File: src/rtl/cmn_alloc_pkg.sv
// -----------------------------------------------------------------------------
// cmn_alloc_pkg
//   Shared types and helpers for the entry-allocation tracker family.
//   - err_code_e : error classification used by scoreboards and monitors.
//   - MAX_ENTRIES: widest one-hot vector idx2oh can produce.
//   - idx2oh     : index -> one-hot decode with range check against n.
// -----------------------------------------------------------------------------
package cmn_alloc_pkg;

  typedef enum logic [1:0] {
    ERR_NONE     = 2'd0,
    ERR_DBL_REL  = 2'd1,
    ERR_CONFLICT = 2'd2
  } err_code_e;

  // Callers slice the low n bits; trackers must have ENTRY_NUM <= MAX_ENTRIES.
  localparam int unsigned MAX_ENTRIES = 256;

  // Returns a one-hot of bit idx, or all zeros when idx is outside [0, n).
  function automatic logic [MAX_ENTRIES-1:0] idx2oh(input int unsigned idx,
                                                     input int unsigned n);
    logic [MAX_ENTRIES-1:0] oh;
    for (int unsigned i = 0; i < MAX_ENTRIES; i++) begin
      oh[i] = (i == idx) && (idx < n);
    end
    return oh;
  endfunction

endpackage

File: src/rtl/cmn_lead_one_rev.sv
// -----------------------------------------------------------------------------
// cmn_lead_one_rev
//   Highest-index set-bit detector (leading one searched from the MSB).
//   Ports:
//     v_entry_vld  in  N  candidate vector
//     lead_oh      out N  one-hot of the highest set bit, zero if none
//     lead_bin     out W  binary index of the highest set bit, zero if none
//     lead_vld     out 1  any bit of v_entry_vld is set
// -----------------------------------------------------------------------------
module cmn_lead_one_rev #(
  parameter  int N = 16,
  localparam int W = $clog2(N)
) (
  input  logic [N-1:0] v_entry_vld,
  output logic [N-1:0] lead_oh,
  output logic [W-1:0] lead_bin,
  output logic         lead_vld
);

  // Ascending scan: the last (highest) set bit overwrites earlier hits.
  // NOTE: every always_comb output gets a default first, so no path leaves it unassigned (no latch).
  always_comb begin
    lead_oh  = '0;
    lead_bin = '0;
    for (int i = 0; i < N; i++) begin
      if (v_entry_vld[i]) begin
        lead_oh    = '0;
        lead_oh[i] = 1'b1;
        lead_bin   = W'(i);
      end
    end
  end

  assign lead_vld = |v_entry_vld;

endmodule

File: src/rtl/cmn_entry_alloc_tracker.sv
// -----------------------------------------------------------------------------
// cmn_entry_alloc_tracker
//   Busy/free bitmap for ENTRY_NUM tags. Grants the highest-index free entry
//   (zero latency, one per cycle) and retires entries through REL_PORTS
//   indexed release ports. Tracks occupancy and sticky protocol errors.
//   Ports:
//     clk, rst            clock, synchronous active-high reset
//     alloc_req           producer wants one entry this cycle
//     alloc_gnt           combinational grant (alloc_req && a free entry)
//     alloc_idx_bin/_oh   granted index, binary / one-hot (oh zero when full)
//     rel_vld, rel_idx    per-port release strobe and index (AWIDTH per port)
//     flush               clear every entry at the next edge
//     busy_vec, occ_cnt   registered bitmap and its popcount
//     full, empty         registered occupancy flags
//     err_dbl_rel         sticky: release of a free or out-of-range entry
//     err_rel_conflict    sticky: two ports released the same index together
// -----------------------------------------------------------------------------
module cmn_entry_alloc_tracker
  import cmn_alloc_pkg::*;
#(
  parameter  int ENTRY_NUM = 16,
  parameter  int REL_PORTS = 2,
  localparam int AWIDTH    = $clog2(ENTRY_NUM),
  localparam int CWIDTH    = $clog2(ENTRY_NUM + 1)
) (
  input  logic                        clk,
  input  logic                        rst,
  input  logic                        alloc_req,
  output logic                        alloc_gnt,
  output logic [AWIDTH-1:0]           alloc_idx_bin,
  output logic [ENTRY_NUM-1:0]        alloc_idx_oh,
  input  logic [REL_PORTS-1:0]        rel_vld,
  input  logic [REL_PORTS*AWIDTH-1:0] rel_idx,
  input  logic                        flush,
  output logic [ENTRY_NUM-1:0]        busy_vec,
  output logic [CWIDTH-1:0]           occ_cnt,
  output logic                        full,
  output logic                        empty,
  output logic                        err_dbl_rel,
  output logic                        err_rel_conflict
);

  logic                   free_vld;
  logic [ENTRY_NUM-1:0]   gnt_oh;
  logic [ENTRY_NUM-1:0]   rel_mask;
  logic [ENTRY_NUM-1:0]   busy_nxt;
  logic [CWIDTH-1:0]      occ_nxt;
  logic [AWIDTH-1:0]      rel_idx_p;
  logic [MAX_ENTRIES-1:0] rel_oh_w;
  logic [MAX_ENTRIES-1:0] rel_mask_w;
  logic                   dbl_rel_hit;
  logic                   conflict_hit;

  // ---------------------------------------------------------------------------
  // Allocation: pick from registered state only, so there is no path from
  // release/flush into the grant.
  // ---------------------------------------------------------------------------
  cmn_lead_one_rev #(
    .N (ENTRY_NUM)
  ) u_lead (
    .v_entry_vld (~busy_vec),
    .lead_oh     (alloc_idx_oh),
    .lead_bin    (alloc_idx_bin),
    .lead_vld    (free_vld)
  );

  assign alloc_gnt = alloc_req & free_vld;
  assign gnt_oh    = alloc_gnt ? alloc_idx_oh : '0;

  // ---------------------------------------------------------------------------
  // Release decode. Out-of-range indices decode to zero and therefore miss
  // busy_vec, which reports them as double releases.
  // ---------------------------------------------------------------------------
  always_comb begin
    rel_mask_w   = '0;
    rel_oh_w     = '0;
    rel_idx_p    = '0;
    dbl_rel_hit  = 1'b0;
    conflict_hit = 1'b0;
    for (int p = 0; p < REL_PORTS; p++) begin
      rel_idx_p = rel_idx[p*AWIDTH +: AWIDTH];
      rel_oh_w  = idx2oh(32'(rel_idx_p), ENTRY_NUM);
      if (rel_vld[p]) begin
        if (!(|(rel_oh_w[ENTRY_NUM-1:0] & busy_vec))) dbl_rel_hit = 1'b1;
        if (|(rel_oh_w & rel_mask_w))                 conflict_hit = 1'b1;
        rel_mask_w = rel_mask_w | rel_oh_w;
      end
    end
  end

  assign rel_mask = rel_mask_w[ENTRY_NUM-1:0];

  // Only busy entries are cleared: a stray release of a free entry must not
  // cancel a grant of that same entry in this cycle.
  assign busy_nxt = flush ? '0
                          : (busy_vec | gnt_oh) & ~(rel_mask & busy_vec);

  // Occupancy is the popcount of the next bitmap, so it cannot drift.
  always_comb begin
    occ_nxt = '0;
    for (int i = 0; i < ENTRY_NUM; i++) begin
      occ_nxt = occ_nxt + CWIDTH'(busy_nxt[i]);
    end
  end

  // ---------------------------------------------------------------------------
  // State. The bitmap is a plain flop vector, so it is reset like any other
  // control register.
  // ---------------------------------------------------------------------------
  // NOTE: sequential state uses non-blocking assignments so every flop samples pre-edge values.
  always_ff @(posedge clk) begin
    if (rst) begin
      busy_vec         <= '0;
      occ_cnt          <= '0;
      full             <= 1'b0;
      empty            <= 1'b1;
      err_dbl_rel      <= 1'b0;
      err_rel_conflict <= 1'b0;
    end else begin
      busy_vec         <= busy_nxt;
      occ_cnt          <= occ_nxt;
      full             <= (occ_nxt == CWIDTH'(ENTRY_NUM));
      empty            <= (occ_nxt == '0);
      err_dbl_rel      <= err_dbl_rel | dbl_rel_hit;
      err_rel_conflict <= err_rel_conflict | conflict_hit;
    end
  end

endmodule

File: config.mk
export PLATFORM = sky130hd
export DESIGN_NAME = cmn_entry_alloc_tracker
export DESIGN_NICKNAME = d
export VERILOG_FILES = /design/src/rtl/cmn_alloc_pkg.sv /design/src/rtl/cmn_lead_one_rev.sv /design/src/rtl/cmn_entry_alloc_tracker.sv
export SDC_FILE = /design/constraint.sdc
export NUM_CORES = 1
export LEC_CHECK = 0
export BUFFER_PORTS_ARGS = -buffer_cell sky130_fd_sc_hd__buf_4
export CAP_MARGIN = 10
export CORE_UTILIZATION = 40
export CTS_BUF_LIST = sky130_fd_sc_hd__clkbuf_4 sky130_fd_sc_hd__clkbuf_8
export DETAILED_ROUTE_END_ITERATION = 8
export PLACE_DENSITY = 0.61
export SYNTH_ARGS = -nofsm -noshare
export SYNTH_HDL_FRONTEND = slang
export SYNTH_HIERARCHICAL = 1
export SYNTH_SLANG_ARGS = --single-unit
export TNS_END_PERCENT = 5
File: constraint.sdc
create_clock -name clk -period 5.9 [get_ports clk]
set_input_delay 1.18 -clock clk [delete_from_list [all_inputs] [get_ports clk]]
set_output_delay 1.18 -clock clk [all_outputs]
set_load 0.005 [all_outputs]
==> key figures <==
Status
  – Status: finished clean

Clocking
  – Root Driver: clkbuf_8
  – CTS tree: done
  – Worst skew pair latency: 0.27 ns
  – Clock sinks: 25
  – H-Tree Depth: 1
  – Maximum clock path buffer count: 2
  – TritonCTS Buffers: 3
  – Post-cts resize count: 0
  – Clock slew seen by the registers of the worst setup and hold paths: 0.09 ns
  – Post-CTS Setup Repair Bufs: 0
  – CTS hold repair buffers: 0

Logic synthesis
  – Synth Area in Simple Gates: between 30% and 40%
  – Most frequent cells after synthesis: 34 x inv_1, 25 x dfxtp_1, 24 x nor2_1
  – Main combinational cell family by area after synthesis: simple AND/OR/NAND/NOR gates
  – Post-synth cell types: between 50 and 60
  – Post-synth top area share: 21.0%
  – Top cells by area, synth: dfxtp_1 21%, fa_1 8.4%, o221ai_1 6.3%
  – Cell count after synthesis: about 300
  – Top FF cell, synth: dfxtp_1
  – Syn Std Cell Area: ~2400 um2
  – Mux cell area share after synthesis: 3.95%
  – Post-synthesis sequential area ratio: 21.0%
  – Post-synthesis average cell area: between 7 and 8 um2
  – Yosys warns: 6
  – Compound-Gate Fraction of Synth Area: 21.4%
  – Adder-cell share of the synthesized area: 11.0%
  – EDFF count, synth: 0
  – Count leader, synth: inv_1
  – XOR/XNOR Fraction of Synth Area: 1.47%
  – Ys async rst share: 0%
  – Flops & latches, synth: 25
  – Post-synth top area cell: dfxtp_1
  – Syn_nets: approximately 330

Floorplan
  – Core area: 5610 um2
  – Total die area: 6260 um2
  – IO Count: 60
  – Row cnt: 27
  – Die span in x: 79.1 um
  – Die height: approximately 79 um
  – Starting Density: 42.4%

Critical path
  – Reg2Reg Setup Slack: ~0.33 ns
  – R2R Path End: empty$_SDFF_PP1_
  – R2R depth: 20
  – Top cell by count, worst path: fa_1
  – CP Max Fanout: 12
  – CP max stage cell: fa_1
  – Worst EP arrival: between 5 and 6 ns
  – Setup CP Type: flop to flop
  – Critical Path Source Type: flop
  – CP endpoint kind: flop
  – Critical R2R Launch: busy_vec[6]$_SDFF_PP0_
  – Critical Path RT: 6.11 ns
  – CP cell instances: inv_1 > nor4_1 > and4_4 > nand3_1 > and2_1 > nand3_1 > a21oi_1 > fa_1 > inv_1 > fa_1 > fa_1 > inv_1 > fa_1 > inv_1 > fa_1 > fa_1 > xor2_1 > and3_1 > o21ai_0 > a21oi_1
  – Slowest stage delay, CP: ~0.55 ns

Cells and area
  – Post-Route Utilization: a little over half
  – # fillers: 549
  – Finished Layout Cells: 441
  – Share of cells above drive strength 1: 26.6%
  – Layout area overhead: 27.4%
  – Nets: between 300 and 400
  – N_diodes: 0

Power
  – Max VDD drop: 109 uV
  – PD cells: 113 nW/um2
  – Leak Pwr: 1.24 nW
  – Pwr Total: 341 uW

Timing
  – Post-route clock period utilization: a little over nine tenths
  – Hold Violations, Final: 0
  – Worst-Margin Slew: 0.475 ns
  – Setup_tns: 0 ns
  – Max Slew Vio Count: 0
  – Setup violations, final: 0
  – Clock skew: 0.00826 ns
  – Unrepaired setup endpoints after global routing: false
  – Final min period: 5.57 ns
  – FMAX: 0.180 GHz
  – Slew HR: 67.9%

Worst hold path
  – HP Class: flop to flop
  – Hold Crit Depth: 2
  – Hold Path End: err_dbl_rel$_SDFF_PP0_
  – Hold Startpoint: err_dbl_rel$_SDFF_PP0_

Routing
  – Antenna viol nets, final: 0
  – DRT iter0 DRCs: 428
  – Vias: 2601
  – DRC violations left: 0
  – WL final: 7940 um
  – Via/cell ratio: about 6
  – Drt wl/cell: 18.0 um
  – TritonRoute pass-1 iters: 5

GRT
  – Largest net degree at the start of global routing: 20
  – Total track usage: 26.7%
  – Overflow after GRT: 0
  – First-pass GRT wire length: between 10000 and 15000 um
  – Initial antenna violation count: 0
  – Vias in the first global route: roughly 2400

Placed design
  – Dpl hpwl: 6460 um
  – PortBufs: 59
  – Final GP Congestion: 0.949
  – Placed cells: 437

Job
  – Max Cap Viol: 0
==> kinds of logic after synthesis <==
group                    count (synthesis)
AO/OA/AOI/OAI                           70
XOR/XNOR                                 4
adder cells (fa/ha/maj)                 15
buffers and inverters                   52
flip-flops                              25
multiplexers                             8
AND/OR/NAND/NOR                        128
==> sequential cells by signal, summed over array words and instances, names as in the netlist <==
name and flops:
full 1, busy_vec 16, empty 1, err_dbl_rel 1, occ_cnt 5, err_rel_conflict 1
==> worst max-delay path: cells and delay by family, from the launching register on <==
family          cells  cell delay, ns
buf+inv             4            0.28
simple gates        6            1.44
flops               1            0.38
compound gates      3            0.35
fa+ha+maj           6            2.86
xor+xnor            1            0.20
==> cells in the final DEF (no fill, tap or decap), drive strengths merged, types with 3 or more instances in the layout <==
cell type,instances
o221ai,19
clkbuf,3
nand3,22
o21ai,7
or2,3
xnor2,3
and2,18
mux2i,6
and3,7
nor4,4
nand2b,12
ha,5
o22ai,3
dfxtp,25
a21o,3
nand4,3
nor3b,5
and4,4
fa,10
nand2,10
nand3b,4
nor2,24
inv,35
nor2b,5
buf,80
a21oi,19
==> power by group <==
group / switching, mW / internal [mW] / total (mW)
logic: 0.0418 / 0.0268 / 0.0685
registers: 0.000999 / 0.171 / 0.172
clock network: 0.0532 / 0.0479 / 0.101
==> metrics by stage <==
stage          cell area (um2)  worst slack (ns)  hold slack (ns)
2_1_floorplan             2380             0.508            0.488
3_3_place_gp              2980             0.154            0.516
3_5_place_dp              2980            0.0614            0.524
4_1_cts                   3030             0.329            0.538
5_1_grt                   3030            0.0277            0.569
6_report                  3030             0.333            0.532
==> worst max-delay path by stage <==
stage	start	endpoint	slack (ns)
after floorplan	rel_idx[2]	full$_SDFF_PP0_	0.51
after global placement	rel_idx[2]	full$_SDFF_PP0_	0.15
after detailed placement	rel_idx[2]	full$_SDFF_PP0_	0.06
after CTS	busy_vec[6]$_SDFF_PP0_	full$_SDFF_PP0_	0.33
after global routing	busy_vec[6]$_SDFF_PP0_	full$_SDFF_PP0_	0.03
final	busy_vec[6]$_SDFF_PP0_	empty$_SDFF_PP1_	0.33
==> final cells by class <==
type / instances / area (um2) / area share, %
tap: 72 / 90.1 / 2.97
sequential: 25 / 500 / 16.5
inverter: 35 / 131 / 4.34
multi-input combinational: 225 / 1660 / 54.7
clock buffer: 3 / 41.3 / 1.36
clock inverter: 1 / 7.51 / 0.248
timing repair buffer: 80 / 601 / 19.8
==> per-layer routing <==
metal	GRT usage, %	wire (um)	up-vias
met5	0	0	-
met4	10.9	272	0
met3	1.95	616	23
met2	41.1	3510	153
met1	38.3	3540	1211
li1	-	-	1214
Power figures use the tool's default switching activity.
